## config.mk

```make
export PLATFORM = sky130hd
export DESIGN_NAME = spart_bus_arbiter
export DESIGN_NICKNAME = d
export VERILOG_FILES = /design/src/rtl/spart_bus_arbiter.sv
export SDC_FILE = /design/constraint.sdc
export NUM_CORES = 1
export LEC_CHECK = 0
export BUFFER_PORTS_ARGS = -buffer_cell sky130_fd_sc_hd__buf_2
export CELL_PAD_IN_SITES_DETAIL_PLACEMENT = 1
export CELL_PAD_IN_SITES_GLOBAL_PLACEMENT = 1
export CORE_AREA = 2 2 128 130
export DETAILED_ROUTE_END_ITERATION = 7
export DIE_AREA = 0 0 130 132
export PLACE_DENSITY = 0.78
export SYNTH_ARGS = -nofsm -noshare
export SYNTH_HDL_FRONTEND = slang
export SYNTH_SLANG_ARGS = --single-unit
```

## constraint.sdc

```tcl
create_clock -name clk -period 2.43 [get_ports clk]
set_clock_uncertainty 0.15 [all_clocks]
set_input_delay 0.1215 -clock clk [delete_from_list [all_inputs] [get_ports clk]]
set_output_delay 0.1215 -clock clk [all_outputs]
set_load 0.02 [all_outputs]
```

## src/rtl/spart_bus_arbiter.sv

```systemverilog
// Two-master round-robin arbiter in front of the single SPART Avalon-MM slave port.
// One transaction in flight; unanswered commands time out with DECODEERROR, bursts get SLVERR.
module spart_bus_arbiter #(
    parameter int TIMEOUT_CYCLES = 16,
    parameter int CNT_W          = 8
) (
    input  logic        clk,
    input  logic        rst_n,
    input  logic [29:0] m0_address,
    input  logic [31:0] m0_writedata,
    input  logic [3:0]  m0_byteenable,
    input  logic [4:0]  m0_burstcount,
    input  logic        m0_read,
    input  logic        m0_write,
    output logic        m0_waitrequest,
    output logic [31:0] m0_readdata,
    output logic        m0_readdatavalid,
    output logic        m0_writeresponsevalid,
    output logic [1:0]  m0_response,
    input  logic [29:0] m1_address,
    input  logic [31:0] m1_writedata,
    input  logic [3:0]  m1_byteenable,
    input  logic [4:0]  m1_burstcount,
    input  logic        m1_read,
    input  logic        m1_write,
    output logic        m1_waitrequest,
    output logic [31:0] m1_readdata,
    output logic        m1_readdatavalid,
    output logic        m1_writeresponsevalid,
    output logic [1:0]  m1_response,
    output logic [29:0] bus_address,
    output logic [31:0] bus_writedata,
    output logic [3:0]  bus_byteenable,
    output logic [4:0]  bus_burstcount,
    output logic        bus_read,
    output logic        bus_write,
    input  logic        s_waitrequest,
    input  logic [31:0] s_readdata,
    input  logic        s_readdatavalid,
    input  logic        s_writeresponsevalid,
    input  logic [1:0]  s_response
);

    typedef enum logic [1:0] {IDLE, WAIT_RESP, ERR_RESP} state_t;

    state_t           state, state_nxt;
    logic             owner, owner_nxt;
    logic             is_read, is_read_nxt;
    logic             last_grant, last_grant_nxt;
    logic [CNT_W-1:0] cnt, cnt_nxt;

    logic        req0, req1, grant, grant_wait;
    logic        sel_read, sel_write;
    logic [4:0]  sel_burstcount;
    logic        rsp_fire, rsp_is_read;
    logic [31:0] rsp_data;
    logic [1:0]  rsp_code;

    // On a tie the master that did not win last time gets the bus.
    always_comb begin
        req0           = m0_read | m0_write;
        req1           = m1_read | m1_write;
        grant          = (req0 && req1) ? ~last_grant : req1;
        sel_read       = grant ? m1_read       : m0_read;
        sel_write      = grant ? m1_write      : m0_write;
        sel_burstcount = grant ? m1_burstcount : m0_burstcount;
        bus_address    = grant ? m1_address    : m0_address;
        bus_writedata  = grant ? m1_writedata  : m0_writedata;
        bus_byteenable = grant ? m1_byteenable : m0_byteenable;
        bus_burstcount = 5'd1;
    end

    always_comb begin
        state_nxt      = state;
        owner_nxt      = owner;
        is_read_nxt    = is_read;
        last_grant_nxt = last_grant;
        cnt_nxt        = cnt;
        grant_wait     = 1'b1;
        m0_waitrequest = 1'b1;
        m1_waitrequest = 1'b1;
        bus_read       = 1'b0;
        bus_write      = 1'b0;
        rsp_fire       = 1'b0;
        rsp_is_read    = 1'b0;
        rsp_data       = 32'h0;
        rsp_code       = 2'b00;

        if (rst_n) begin
            case (state)
                IDLE: begin
                    if (req0 || req1) begin
                        if (sel_burstcount == 5'd1) begin
                            bus_read   = sel_read;
                            bus_write  = sel_write;
                            grant_wait = s_waitrequest;
                            if (!s_waitrequest) begin
                                owner_nxt      = grant;
                                is_read_nxt    = sel_read;
                                last_grant_nxt = grant;
                                cnt_nxt        = '0;
                                state_nxt      = WAIT_RESP;
                            end
                        end else begin
                            // Bursts are never forwarded; the master gets SLVERR next cycle.
                            grant_wait     = 1'b0;
                            owner_nxt      = grant;
                            is_read_nxt    = sel_read;
                            last_grant_nxt = grant;
                            state_nxt      = ERR_RESP;
                        end
                        if (grant) m1_waitrequest = grant_wait;
                        else       m0_waitrequest = grant_wait;
                    end
                end
                WAIT_RESP: begin
                    if (s_readdatavalid || s_writeresponsevalid) begin
                        rsp_fire    = 1'b1;
                        rsp_is_read = s_readdatavalid;
                        rsp_data    = s_readdata;
                        rsp_code    = s_response;
                        state_nxt   = IDLE;
                    end else if (cnt == CNT_W'(TIMEOUT_CYCLES - 1)) begin
                        rsp_fire    = 1'b1;
                        rsp_is_read = is_read;
                        rsp_code    = 2'b11;
                        state_nxt   = IDLE;
                    end else begin
                        cnt_nxt = cnt + CNT_W'(1);
                    end
                end
                ERR_RESP: begin
                    rsp_fire    = 1'b1;
                    rsp_is_read = is_read;
                    rsp_code    = 2'b10;
                    state_nxt   = IDLE;
                end
                default: state_nxt = IDLE;
            endcase
        end
    end

    // Only the owner ever sees a response; the other master stays quiet.
    always_comb begin
        m0_readdata           = 32'h0;
        m0_response           = 2'b00;
        m0_readdatavalid      = 1'b0;
        m0_writeresponsevalid = 1'b0;
        m1_readdata           = 32'h0;
        m1_response           = 2'b00;
        m1_readdatavalid      = 1'b0;
        m1_writeresponsevalid = 1'b0;
        if (rsp_fire) begin
            if (owner) begin
                m1_readdata           = rsp_data;
                m1_response           = rsp_code;
                m1_readdatavalid      = rsp_is_read;
                m1_writeresponsevalid = ~rsp_is_read;
            end else begin
                m0_readdata           = rsp_data;
                m0_response           = rsp_code;
                m0_readdatavalid      = rsp_is_read;
                m0_writeresponsevalid = ~rsp_is_read;
            end
        end
    end

    always_ff @(posedge clk) begin
        if (!rst_n) begin
            state      <= IDLE;
            owner      <= 1'b0;
            is_read    <= 1'b0;
            last_grant <= 1'b1;
            cnt        <= '0;
        end else begin
            state      <= state_nxt;
            owner      <= owner_nxt;
            is_read    <= is_read_nxt;
            last_grant <= last_grant_nxt;
            cnt        <= cnt_nxt;
        end
    end

endmodule

```

After elaboration in Yosys (flattened, before gate mapping). Cells that the tools add are included.

Register bits: 13. Input port bits: 185. Output and inout bits: 147. Word-level logic and storage cells: 101.

Add/subtract/negate cells: 1. Eq/ne operators: 12. Mux-type cells: 71. Bitwise operators: 4. Reduce and logical (&&, ||, !) cells: 8.

Operators by type and width (number): two-way mux 32 bit (8); two-way mux 8 bit (5); two-way mux 1 bit (38); two-way mux 30 bit (1); two-way mux 2 bit (12); one-hot mux 8 bit (2 select lines) (1); inequality test 2 bit, second input constant (6); adder 8 x 1 -> 8 bit, second input constant (1); == test 8 x 4 -> 1 bit, second input constant (1); one-hot mux 2 bit (2 select lines) (2); inequality test 3 bit, second input constant (2); AND reduction 3 bit (2); AND reduction 6 bit (1); == test 5 x 1 -> 1 bit, second input constant (1); two-way mux 5 bit (1); two-way mux 4 bit (1); one-hot mux 1 bit (2 select lines) (2); == test 2 x 1 -> 1 bit, second input constant (1); == test 2 bit, second input constant (1); logical NOT 2 bit (1); logical OR 1 bit (2); inverter 1 bit (2); bitwise OR 1 bit (2); nonzero test 2 bit (1); logical AND 1 bit (1).

Longest topological paths before layout. Gate-level depths: netlist of the first run.

Word-level depth: 10. Depth in mapped cells: 8.

Worst setup path before layout of the first run. No wires, ideal clock.

Path type: register to output. Start: register cnt[0]. End: output m1_readdatavalid. Data arrival time: 1996 ps. Data required time: 2159 ps. Slack: 163 ps. Cell stages (with the launch flop): 8. Cell sequence: dfxtp_1 ha_1 and3_1 clkbuf_1 a41o_1 a22o_1 nand3_1 nor4_1.

Word-level cells in the longest chain between the ends: 7. Elaborated cells on any way between the ends: 11. Classes of those cells: 1 x eq/ne; 10 x mux.

Ends and longest elaborated chain: start, declared (line 50) `logic [CNT_W-1:0] cnt, cnt_nxt;`; start signal, assigned (line 180) `cnt <= cnt_nxt;`; == test 8 x 4 -> 1 bit * (line 123) `end else if (cnt == CNT_W'(TIMEOUT_CYCLES - 1)) begin`; two-way mux 1 bit (line 123); two-way mux 1 bit (line 117) `if (s_readdatavalid || s_writeresponsevalid) begin`; one-hot mux 1 bit (2 select lines) (line 90) `case (state)`; two-way mux 1 bit (line 89) `if (rst_n) begin`; two-way mux 1 bit (line 154) `if (owner) begin`; two-way mux 1 bit * (line 153) `if (rsp_fire) begin`; end, declared (line 28) `output logic m1_readdatavalid,`.

Mark *: on every way between the ends. The rest lies on a longest branch, timed or not.

Worst setup path after layout of the first run.
Start: register cnt[0]. End: output m0_response[1].

Word-level cells in the longest chain between the ends: 7. Elaborated cells on any way between the ends: 11. Classes of those cells: 1 x eq/ne; 10 x mux.

Ends and longest elaborated chain: == test 8 x 4 -> 1 bit * (line 123); two-way mux 2 bit (line 123); two-way mux 2 bit (line 117); one-hot mux 2 bit (2 select lines) (line 90); two-way mux 2 bit (line 89); two-way mux 2 bit (line 154); two-way mux 2 bit * (line 153); end, declared (line 19) `output logic [1:0] m0_response,`.

Marks and branches as above.

==> results of run 1 <==
cell type report:
cell class                 count  area, um^2  area share
timing repair buffer         336        1730       0.396
multi-input combinational    255        1970       0.452
antenna                        5        12.5     0.00287
sequential                    13         262      0.0599
inverter                      11        41.3     0.00946
clock buffer                   4        78.8      0.0181
tap                          216         270      0.0619
layout by cell type, fill, tap and decap left out, types with 3 or more instances in the layout:
cell / count
a21oi_1: 9
dfxtp_1: 12
and2_1: 66
nand2_1: 13
o21ai_0: 3
and3_1: 6
nor4_1: 6
nand3_1: 8
a31oi_1: 6
clkbuf_16: 3
nand4_1: 4
diode_2: 5
nor3_1: 3
buf_4: 7
nor3_2: 3
conb_1: 5
ha_1: 3
nor2_1: 6
o21ai_1: 4
buf_2: 326
mux2_2: 67
nand2b_1: 4
inv_1: 11
through the flow:
step / total power (W) / hold WS [ps]
after detailed placement: 0.00105 / 298
final: 0.00137 / 46.0
after floorplan: 0.000689 / 184
after CTS: 0.00138 / 47.7
after global routing: 0.00144 / 73.7
after global placement: 0.00105 / 304
where the power goes:
group | internal, W | switching (W)
sequential | 0.000222 | 0.00000902
clock | 0.000222 | 0.0000985
combinational | 0.000363 | 0.000452
how the worst max path moves through the flow:
| stage | slack [ps] | depth (start not counted) | to |
|---|---|---|---|
| 2_1_floorplan | 160 | 7 | m1_readdatavalid |
| 3_3_place_gp | 370 | 7 | m0_response[1] |
| 3_5_place_dp | 290 | 7 | m0_writeresponsevalid |
| 4_1_cts | 10 | 7 | m0_writeresponsevalid |
| 5_1_grt | 30 | 7 | bus_write |
| 6_report | 130 | 7 | m0_response[1] |
metal layers:
layer	wire length [um]	global-route usage	vias up
li1	-	-	1713
met1	4650	0.142	1612
met2	8450	0.333	183
met3	1430	0.0544	9
met4	123	0.0496	2
met5	13	0	-
cell families (layout without fill, tap and decap cells):
kind of cell,count (synthesis),count (layout),synth area share
buf+inv,34,351,0.0663
mux,68,68,0.327
other cells,2,10,0.00321
simple gates,132,132,0.331
compound gates,46,46,0.140
fa+ha+maj,4,4,0.0214
flops,13,13,0.111
registers in the layout, summed over array words and instances, names as in the netlist:
name,count
is_read,1
state,2
owner,1
cnt,8
last_grant,1
==> results.sh, run 1 <==
export IMPL_critPathTopFamily="compound AO/OA/AOI/OAI gates"
export IMPL_wirelength_um=14700
export IMPL_io_buffers=326
export IMPL_hold_end="last_grant$_SDFFE_PN1P_"
export IMPL_cts_buffers=3
export IMPL_path_cells="ha_1, and3_2, a211o_1, a21oi_2, nor3_2, o31a_1, buf_2"
export IMPL_rsz0062_at_grt="no"
export IMPL_preCtsSetupSlack_ps=291
export IMPL_cts_resized=0
export IMPL_slew_viol_final=0
export IMPL_place_gp_congestion=0.839
export IMPL_crit_start="cnt[0]$_SDFFE_PN0P_"
export IMPL_clock_tree_buffer_depth=2
export IMPL_drtAntennaViolNets=0
export IMPL_worst_path_max_delay_cell="dfxtp_2"
export IMPL_final_area_mm2=0.00436
export IMPL_setup_tns_ps=0
export IMPL_setup_viol=0
export IMPL_firstDrtPassIters=4
export IMPL_cp_slowest_stage_delay_ps=350
export IMPL_syn_area_per_cell_um2=7.82
export IMPL_die_y_um=132
export IMPL_worstMarginPinSlew_ps=625
export IMPL_grt_max_degree=46
export IMPL_io_pins=332
export IMPL_synthFlopType="dfxtp_1"
export IMPL_worst_ep_arrival_time_ps=2020
export IMPL_place_hpwl_um=13300
export IMPL_cts_root_buf="clkbuf_16"
export IMPL_drive_above_1_share=0.683
export IMPL_drcViolationCount=0
export IMPL_antenna_found_initial=6
export IMPL_r2r_start="cnt[0]$_SDFFE_PN0P_"
export IMPL_ys_ff_latch=13
export IMPL_setup_slack_ps=134
export IMPL_timing_reg2reg_setup_slack_ps=390
export IMPL_fin_util=0.278
export IMPL_via_per_inst=4.19
export IMPL_cts_tree="done"
export IMPL_r2r_end="cnt[0]$_SDFFE_PN0P_"
export IMPL_syn2layout_area_growth_pct=86.6
export IMPL_syn_inst=299
export IMPL_grt_remaining_overflow=0
export IMPL_path_clk_slew_ps=50
export IMPL_cts_setup_buffers=0
export IMPL_critPathKind="reg2out"
export IMPL_die_w_um=130
export IMPL_yosysWarningCount=0
export IMPL_hold_depth=2
export IMPL_start_kind="register"
export IMPL_ys_top_cells_by_area="mux2_2, and2_1, dfxtp_1, nand2_1, a21oi_1"
export IMPL_hold_viol=0
export IMPL_dieArea_mm2=0.0172
export IMPL_synth_edf_count=0
export IMPL_place_area_mm2=0.00424
export IMPL_vias=3519
export IMPL_synthTopCellsByCount="mux2_2, and2_1, nand2_1, dfxtp_1, clkbuf_1"
export IMPL_async_flop_share=0
export IMPL_grt_pass1_wl_um=21100
export IMPL_drtIter0Drc=80
export IMPL_yosysUniqueCellTypes=49
export IMPL_rows=46
export IMPL_cap_violations=0
export IMPL_pwr_density_cell_mw_per_mm2=313
export IMPL_yosysMostFrequentCell="mux2_2"
export IMPL_start_util=0.149
export IMPL_p_leak_nw=2.36
export IMPL_path_buf_inv=1
export IMPL_holdBufCountCts=0
export IMPL_routedWlPerCell_um=17.5
export IMPL_min_period_ps=2300
export IMPL_hold_path_startpoint="rst_n"
export IMPL_dp_cells=831
export IMPL_vdd_drop_max_uv=159
export IMPL_synth_area_mm2=0.00234
export IMPL_final_nets=809
export IMPL_slew_headroom=0.580
export IMPL_fillers=2027
export IMPL_hold_class="in2reg"
export IMPL_yosysTopAreaCellShare=0.323
export IMPL_cts_sinks=13
export IMPL_min_period_over_period=0.945
export IMPL_r2r_worst_path_cells=6
export IMPL_grt_pass1_vias=3760
export IMPL_outcome="complete, no violations"
export IMPL_final_cells=840
export IMPL_worstPathMaxFanout=7
export IMPL_seq_area_frac_synth=0.111
export IMPL_track_usage=0.162
export IMPL_core_area_mm2=0.0157
export IMPL_clk_latency_ps=250
export IMPL_h_tree_depth=1
export IMPL_clock_fmax_mhz=436
export IMPL_endpoint_kind="primary output"
export IMPL_crit_required_ps=2160
export IMPL_synth_largest_area_cell="mux2_2"
No activity file was read; power rests on OpenSTA's default activity.
==> run 2: changes to the inputs <==
--- a/config.mk
+++ b/config.mk
@@ -12,6 +12,7 @@
 export DETAILED_ROUTE_END_ITERATION = 7
 export DIE_AREA = 0 0 130 132
 export PLACE_DENSITY = 0.78
+export REMOVE_ABC_BUFFERS = 1
 export SYNTH_ARGS = -nofsm -noshare
 export SYNTH_HDL_FRONTEND = slang
 export SYNTH_SLANG_ARGS = --single-unit
==> run 2 against run 1 <==
Critical path depth is the same. Setup slack gained 12 ps. Clock-buffer cell count is the same. First-iteration DRC count shrank 13%. Fmax grew 0.54%. Cell area shrank 0.26%. Sequential power is essentially flat. Global-route usage shrank 1.5 points. Final cell count shrank 0.48%. Via count grew 0.14%. Combinational power shrank 2%. Non-clock buffer count shrank 1. Critical path type unchanged. Largest power group unchanged.
==> results.sh, run 2 (synthesis results as in run 1) <==
export IMPL_outcome="complete, no violations"
export IMPL_cts_buffers=3
export IMPL_cts_root_buf="clkbuf_16"
export IMPL_start_kind="register"
export IMPL_grt_pass1_vias=3571
export IMPL_place_gp_congestion=0.875
export IMPL_p_leak_nw=2.36
export IMPL_critPathKind="reg2out"
export IMPL_largestRegisters="cnt (8), state (2)"
export IMPL_clock_tree_buffer_depth=2
export IMPL_drcViolationCount=0
export IMPL_slew_viol_final=0
export IMPL_final_cell_mix="buf_2, mux2_2, and2_1"
export IMPL_place_hpwl_um=12100
export IMPL_vias=3524
export IMPL_min_period_over_period=0.940
export IMPL_dp_cells=830
export IMPL_io_pins=332
export IMPL_drive_above_1_share=0.680
export IMPL_dieArea_mm2=0.0172
export IMPL_io_buffers=326
export IMPL_clock_fmax_mhz=438
export IMPL_die_y_um=132
export IMPL_start_util=0.149
export IMPL_min_period_ps=2280
export IMPL_path_clk_slew_ps=50
export IMPL_final_cells=836
export IMPL_rows=46
export IMPL_syn2layout_area_growth_pct=86.1
export IMPL_grt_max_degree=55
export IMPL_worstMarginPinSlew_ps=691
export IMPL_h_tree_depth=1
export IMPL_track_usage=0.147
export IMPL_largest_reg_flops=8
export IMPL_hold_class="in2reg"
export IMPL_grt_pass1_wl_um=19600
export IMPL_drtAntennaViolNets=0
export IMPL_die_w_um=130
export IMPL_setup_slack_ps=147
export IMPL_routedWlPerCell_um=16.3
export IMPL_power_total_w=0.00135
export IMPL_worstPathMaxFanout=7
export IMPL_fillers=2020
export IMPL_hold_viol=0
export IMPL_holdBufCountCts=0
export IMPL_worst_ep_arrival_time_ps=2010
export IMPL_firstDrtPassIters=4
export IMPL_slew_headroom=0.536
export IMPL_antenna_found_initial=2
export IMPL_via_per_inst=4.22
export IMPL_wirelength_um=13600
export IMPL_mostFrequentLayoutCell="buf_2"
export IMPL_core_area_mm2=0.0157
export IMPL_final_nets=808
export IMPL_grt_remaining_overflow=0
export IMPL_multi_input_area_mm2=0.00198
export IMPL_preCtsSetupSlack_ps=247
export IMPL_cts_tree="done"
export IMPL_fin_util=0.277
export IMPL_cts_setup_buffers=0
export IMPL_setup_viol=0
export IMPL_fin_hold_ws_ps=63.1
export IMPL_pwr_density_cell_mw_per_mm2=309
export IMPL_seqCellArea_um2=262
export IMPL_cap_violations=0
export IMPL_drtIter0Drc=70
export IMPL_clk_latency_ps=240
export IMPL_endpoint_kind="primary output"
export IMPL_vdd_drop_max_uv=216
export IMPL_cts_sinks=13
export IMPL_regMostFlops="cnt"
export IMPL_crit_required_ps=2160
-- run 2: worst max-delay path, stage by stage, from the launching register on --
cell	delay, ps
dfxtp_2	380
ha_1	210
and3_1	220
a41o_1	220
a22o_1	180
nand3_1	130
nor4_2	190
buf_2	230
-- run 2: through the flow --
stage               TNS [ps]  instance area, um^2
global route            -162                 4350
detailed placement         0                 4230
CTS                        0                 4320
finish                     0                 4350
global placement           0                 4230
floorplan             -23640                 2240
-- run 2: path summary, 6_finish.rpt --
path | slack, ps | cells past startpoint | startpoint | endpoint
max | 150 | 7 | cnt[0]$_SDFFE_PN0P_ | m1_readdatavalid
min | 60 | 2 | rst_n | last_grant$_SDFFE_PN1P_
max reg2reg | 260 | 7 | cnt[0]$_SDFFE_PN0P_ | cnt[0]$_SDFFE_PN0P_
min reg2reg | 330 | 2 | is_read$_SDFFE_PN0P_ | is_read$_SDFFE_PN0P_
-- run 2: cell type report --
cell class	instances	area share
well taps	216	0.0621
inverters	11	0.00949
repair buffers	335	0.394
clock buffers	4	0.0181
diodes	2	0.00115
flip-flops and latches	13	0.0601
multi-input cells	255	0.455
-- run 2: what timing repair did --
item / 4_1_cts / 5_1_grt
pin swaps: 0 / 0
resized for setup: 2 / 6
setup endpoints to repair: 2 / 92
-- run 2: power breakdown --
part	internal, W	switching, W
clock network	0.000222	0.0000951
logic	0.000360	0.000439
registers	0.000222	0.00000827
-- run 2: per-layer routing --
layer,up-vias,GRT usage,share of wire
met5,-,0,0
met4,0,0.0269,0.015
met3,12,0.0418,0.11
met2,214,0.292,0.54
met1,1593,0.148,0.34
li1,1705,-,-
==> run 3: changes to the inputs <==
==> config.mk (replaced) <==
export PLATFORM = sky130hd
export DESIGN_NAME = spart_bus_arbiter
export DESIGN_NICKNAME = d
export VERILOG_FILES = /design/src/rtl/spart_bus_arbiter.sv
export SDC_FILE = /design/constraint.sdc
export NUM_CORES = 1
export LEC_CHECK = 0
export ABC_CLOCK_PERIOD_IN_PS = 2800
export BUFFER_PORTS_ARGS = -buffer_cell sky130_fd_sc_hd__buf_2
export CELL_PAD_IN_SITES_DETAIL_PLACEMENT = 1
export CELL_PAD_IN_SITES_GLOBAL_PLACEMENT = 1
export CORE_AREA = 2 2 129 131
export DETAILED_ROUTE_END_ITERATION = 7
export DIE_AREA = 0 0 131 133
export PLACE_DENSITY = 0.77
export REMOVE_ABC_BUFFERS = 1
export SETUP_SLACK_MARGIN = 0.2
export SYNTH_ARGS = -nofsm -noshare
export SYNTH_HDL_FRONTEND = slang
export SYNTH_SLANG_ARGS = --single-unit
==> constraint.sdc (replaced) <==
create_clock -name clk -period 2.8 [get_ports clk]
set_clock_uncertainty 0.15 [all_clocks]
set_input_delay 0.14 -clock clk [delete_from_list [all_inputs] [get_ports clk]]
set_output_delay 0.14 -clock clk [all_outputs]
set_load 0.02 [all_outputs]
==> run 3 against run 2 <==
Clock power down 11%. Sequential power is 13% lower. Final cell count unchanged. Clock-buffer cell count fell by 1. Critical path type unchanged. Largest cell class unchanged.
==> results.sh, run 3 (synthesis results as in run 1) <==
export IMPL_grt_max_degree=33
export IMPL_critPathKind="reg2out"
export IMPL_path_clk_slew_ps=50
export IMPL_vdd_drop_max_uv=156
export IMPL_dp_cells=832
export IMPL_path_depth=6
export IMPL_drive_above_1_share=0.675
export IMPL_path_buf_inv=1
export IMPL_die_w_um=131
export IMPL_largestRegisters="cnt (8), state (2)"
export IMPL_final_cell_mix="buf_2, mux2_2, and2_1"
export IMPL_cts_sinks=13
export IMPL_via_per_inst=4.15
export IMPL_crit_end="m1_writeresponsevalid"
export IMPL_fin_hold_ws_ps=67.0
export IMPL_pwr_density_cell_mw_per_mm2=273
export IMPL_place_hpwl_um=11800
export IMPL_die_y_um=133
export IMPL_cts_setup_buffers=0
export IMPL_crit_start="cnt[0]$_SDFFE_PN0P_"
export IMPL_io_buffers=326
export IMPL_wirelength_um=13400
export IMPL_drcViolationCount=0
export IMPL_routedWlPerCell_um=16.0
export IMPL_worstPathMaxFanout=7
export IMPL_final_cells=836
export IMPL_endpoint_kind="primary output"
export IMPL_antenna_found_initial=0
export IMPL_io_pins=332
export IMPL_path_cells="ha_1, and3_1, a41o_1, a22o_1, nor4_1, buf_2"
export IMPL_rows=47
export IMPL_min_period_over_period=0.863
export IMPL_hold_viol=0
export IMPL_core_area_mm2=0.0162
export IMPL_r2r_end="cnt[0]$_SDFFE_PN0P_"
export IMPL_cts_buffers=3
export IMPL_clk_latency_ps=250
export IMPL_min_period_ps=2420
export IMPL_timing_reg2reg_setup_slack_ps=620
export IMPL_final_area_mm2=0.00432
export IMPL_drtAntennaViolNets=0
export IMPL_clock_tree_buffer_depth=2
export IMPL_setup_slack_ps=384
export IMPL_worst_ep_arrival_time_ps=2130
export IMPL_h_tree_depth=1
export IMPL_cp_slowest_stage_delay_ps=360
export IMPL_final_nets=806
export IMPL_dieArea_mm2=0.0174
export IMPL_r2r_worst_path_cells=6
export IMPL_clock_fmax_mhz=414
export IMPL_start_kind="register"
export IMPL_cap_violations=0
export IMPL_track_usage=0.141
export IMPL_largest_reg_flops=8
export IMPL_worst_path_max_delay_cell="dfxtp_1"
export IMPL_place_gp_congestion=0.805
export IMPL_cts_tree="done"
export IMPL_regMostFlops="cnt"
export IMPL_critPathTopFamily="simple AND/OR/NAND/NOR gates"
export IMPL_place_area_mm2=0.00423
export IMPL_grt_pass1_vias=3514
export IMPL_antenna_cells=0
export IMPL_hold_class="in2reg"
export IMPL_rsz0062_at_grt="no"
export IMPL_vias=3473
export IMPL_worstMarginPinSlew_ps=609
export IMPL_start_util=0.145
export IMPL_grt_remaining_overflow=0
export IMPL_cts_root_buf="clkbuf_16"
export IMPL_drtIter0Drc=75
export IMPL_setup_viol=0
export IMPL_slew_viol_final=0
export IMPL_crit_required_ps=2510
export IMPL_preCtsSetupSlack_ps=511
export IMPL_slew_headroom=0.591
export IMPL_syn2layout_area_growth_pct=84.6
export IMPL_outcome="complete, no violations"
export IMPL_r2r_start="cnt[0]$_SDFFE_PN0P_"
export IMPL_firstDrtPassIters=4
export IMPL_grt_pass1_wl_um=18900
export IMPL_p_leak_nw=2.35
export IMPL_mostFrequentLayoutCell="buf_2"
==> run 3: changes by cell type in the layout (fill, tap and decap cells not counted), sizes merged <==
cell    delta
diode      -2
clkbuf     -1
buf        -2
clkinv     +1
==> run 3: how the worst min path moves through the flow <==
stage	from	end	slack, ps	cells past startpoint
4_1_cts	rst_n	last_grant$_SDFFE_PN1P_	70	2
6_report	rst_n	last_grant$_SDFFE_PN1P_	70	2
5_1_grt	rst_n	last_grant$_SDFFE_PN1P_	90	2
3_5_place_dp	rst_n	last_grant$_SDFFE_PN1P_	320	2
2_1_floorplan	rst_n	last_grant$_SDFFE_PN1P_	60	1
3_3_place_gp	is_read$_SDFFE_PN0P_	is_read$_SDFFE_PN0P_	310	2
==> run 3: report_power, final <==
group,internal [W],switching (W),leakage [nW]
clock network,0.000191,0.0000922,0.0409
registers,0.000192,0.00000659,0.106
logic,0.000312,0.000384,2.21
==> run 3: per-layer routing <==
metal,GRT usage,up-vias,wire [um]
li1,-,1694,-
met1,0.150,1589,4940
met2,0.269,186,6930
met3,0.0461,4,1440
met4,0.0225,0,79
met5,0,-,0
==> run 3: timing repair <==
item | 4_1_cts | 5_1_grt
setup endpoints to repair | 0 | 3
hold buffers | 0 | 0
gates resized for setup | 0 | 2
==> run 3: layout make-up <==
| class | instances | area, um^2 |
|---|---|---|
| fillers | 2080 | 11900 |
| multi-input cells | 255 | 1960 |
| repair buffers | 333 | 1700 |
| well taps | 220 | 275 |
| flip-flops and latches | 13 | 260 |
| clock buffers | 3 | 75.1 |
| inverters | 11 | 41.3 |
| clock inverters | 1 | 5.00 |
==> run 3: worst register-to-register path, cell delays in order, from the launching register on <==
cell and delay [ps]:
dfxtp_1 360, ha_1 250, and3_1 260, a21boi_2 440
mux2_2 390, a31oi_1 140, o21ai_1 80
==> run 3: per-stage QoR <==
stage          total power [W]  utilization  setup TNS, ps
2_1_floorplan         0.000590            -           -239
3_3_place_gp          0.000902        0.261              0
3_5_place_dp          0.000906        0.261              0
4_1_cts                0.00119        0.266              0
5_1_grt                0.00125        0.267              0
6_report               0.00118        0.267              0
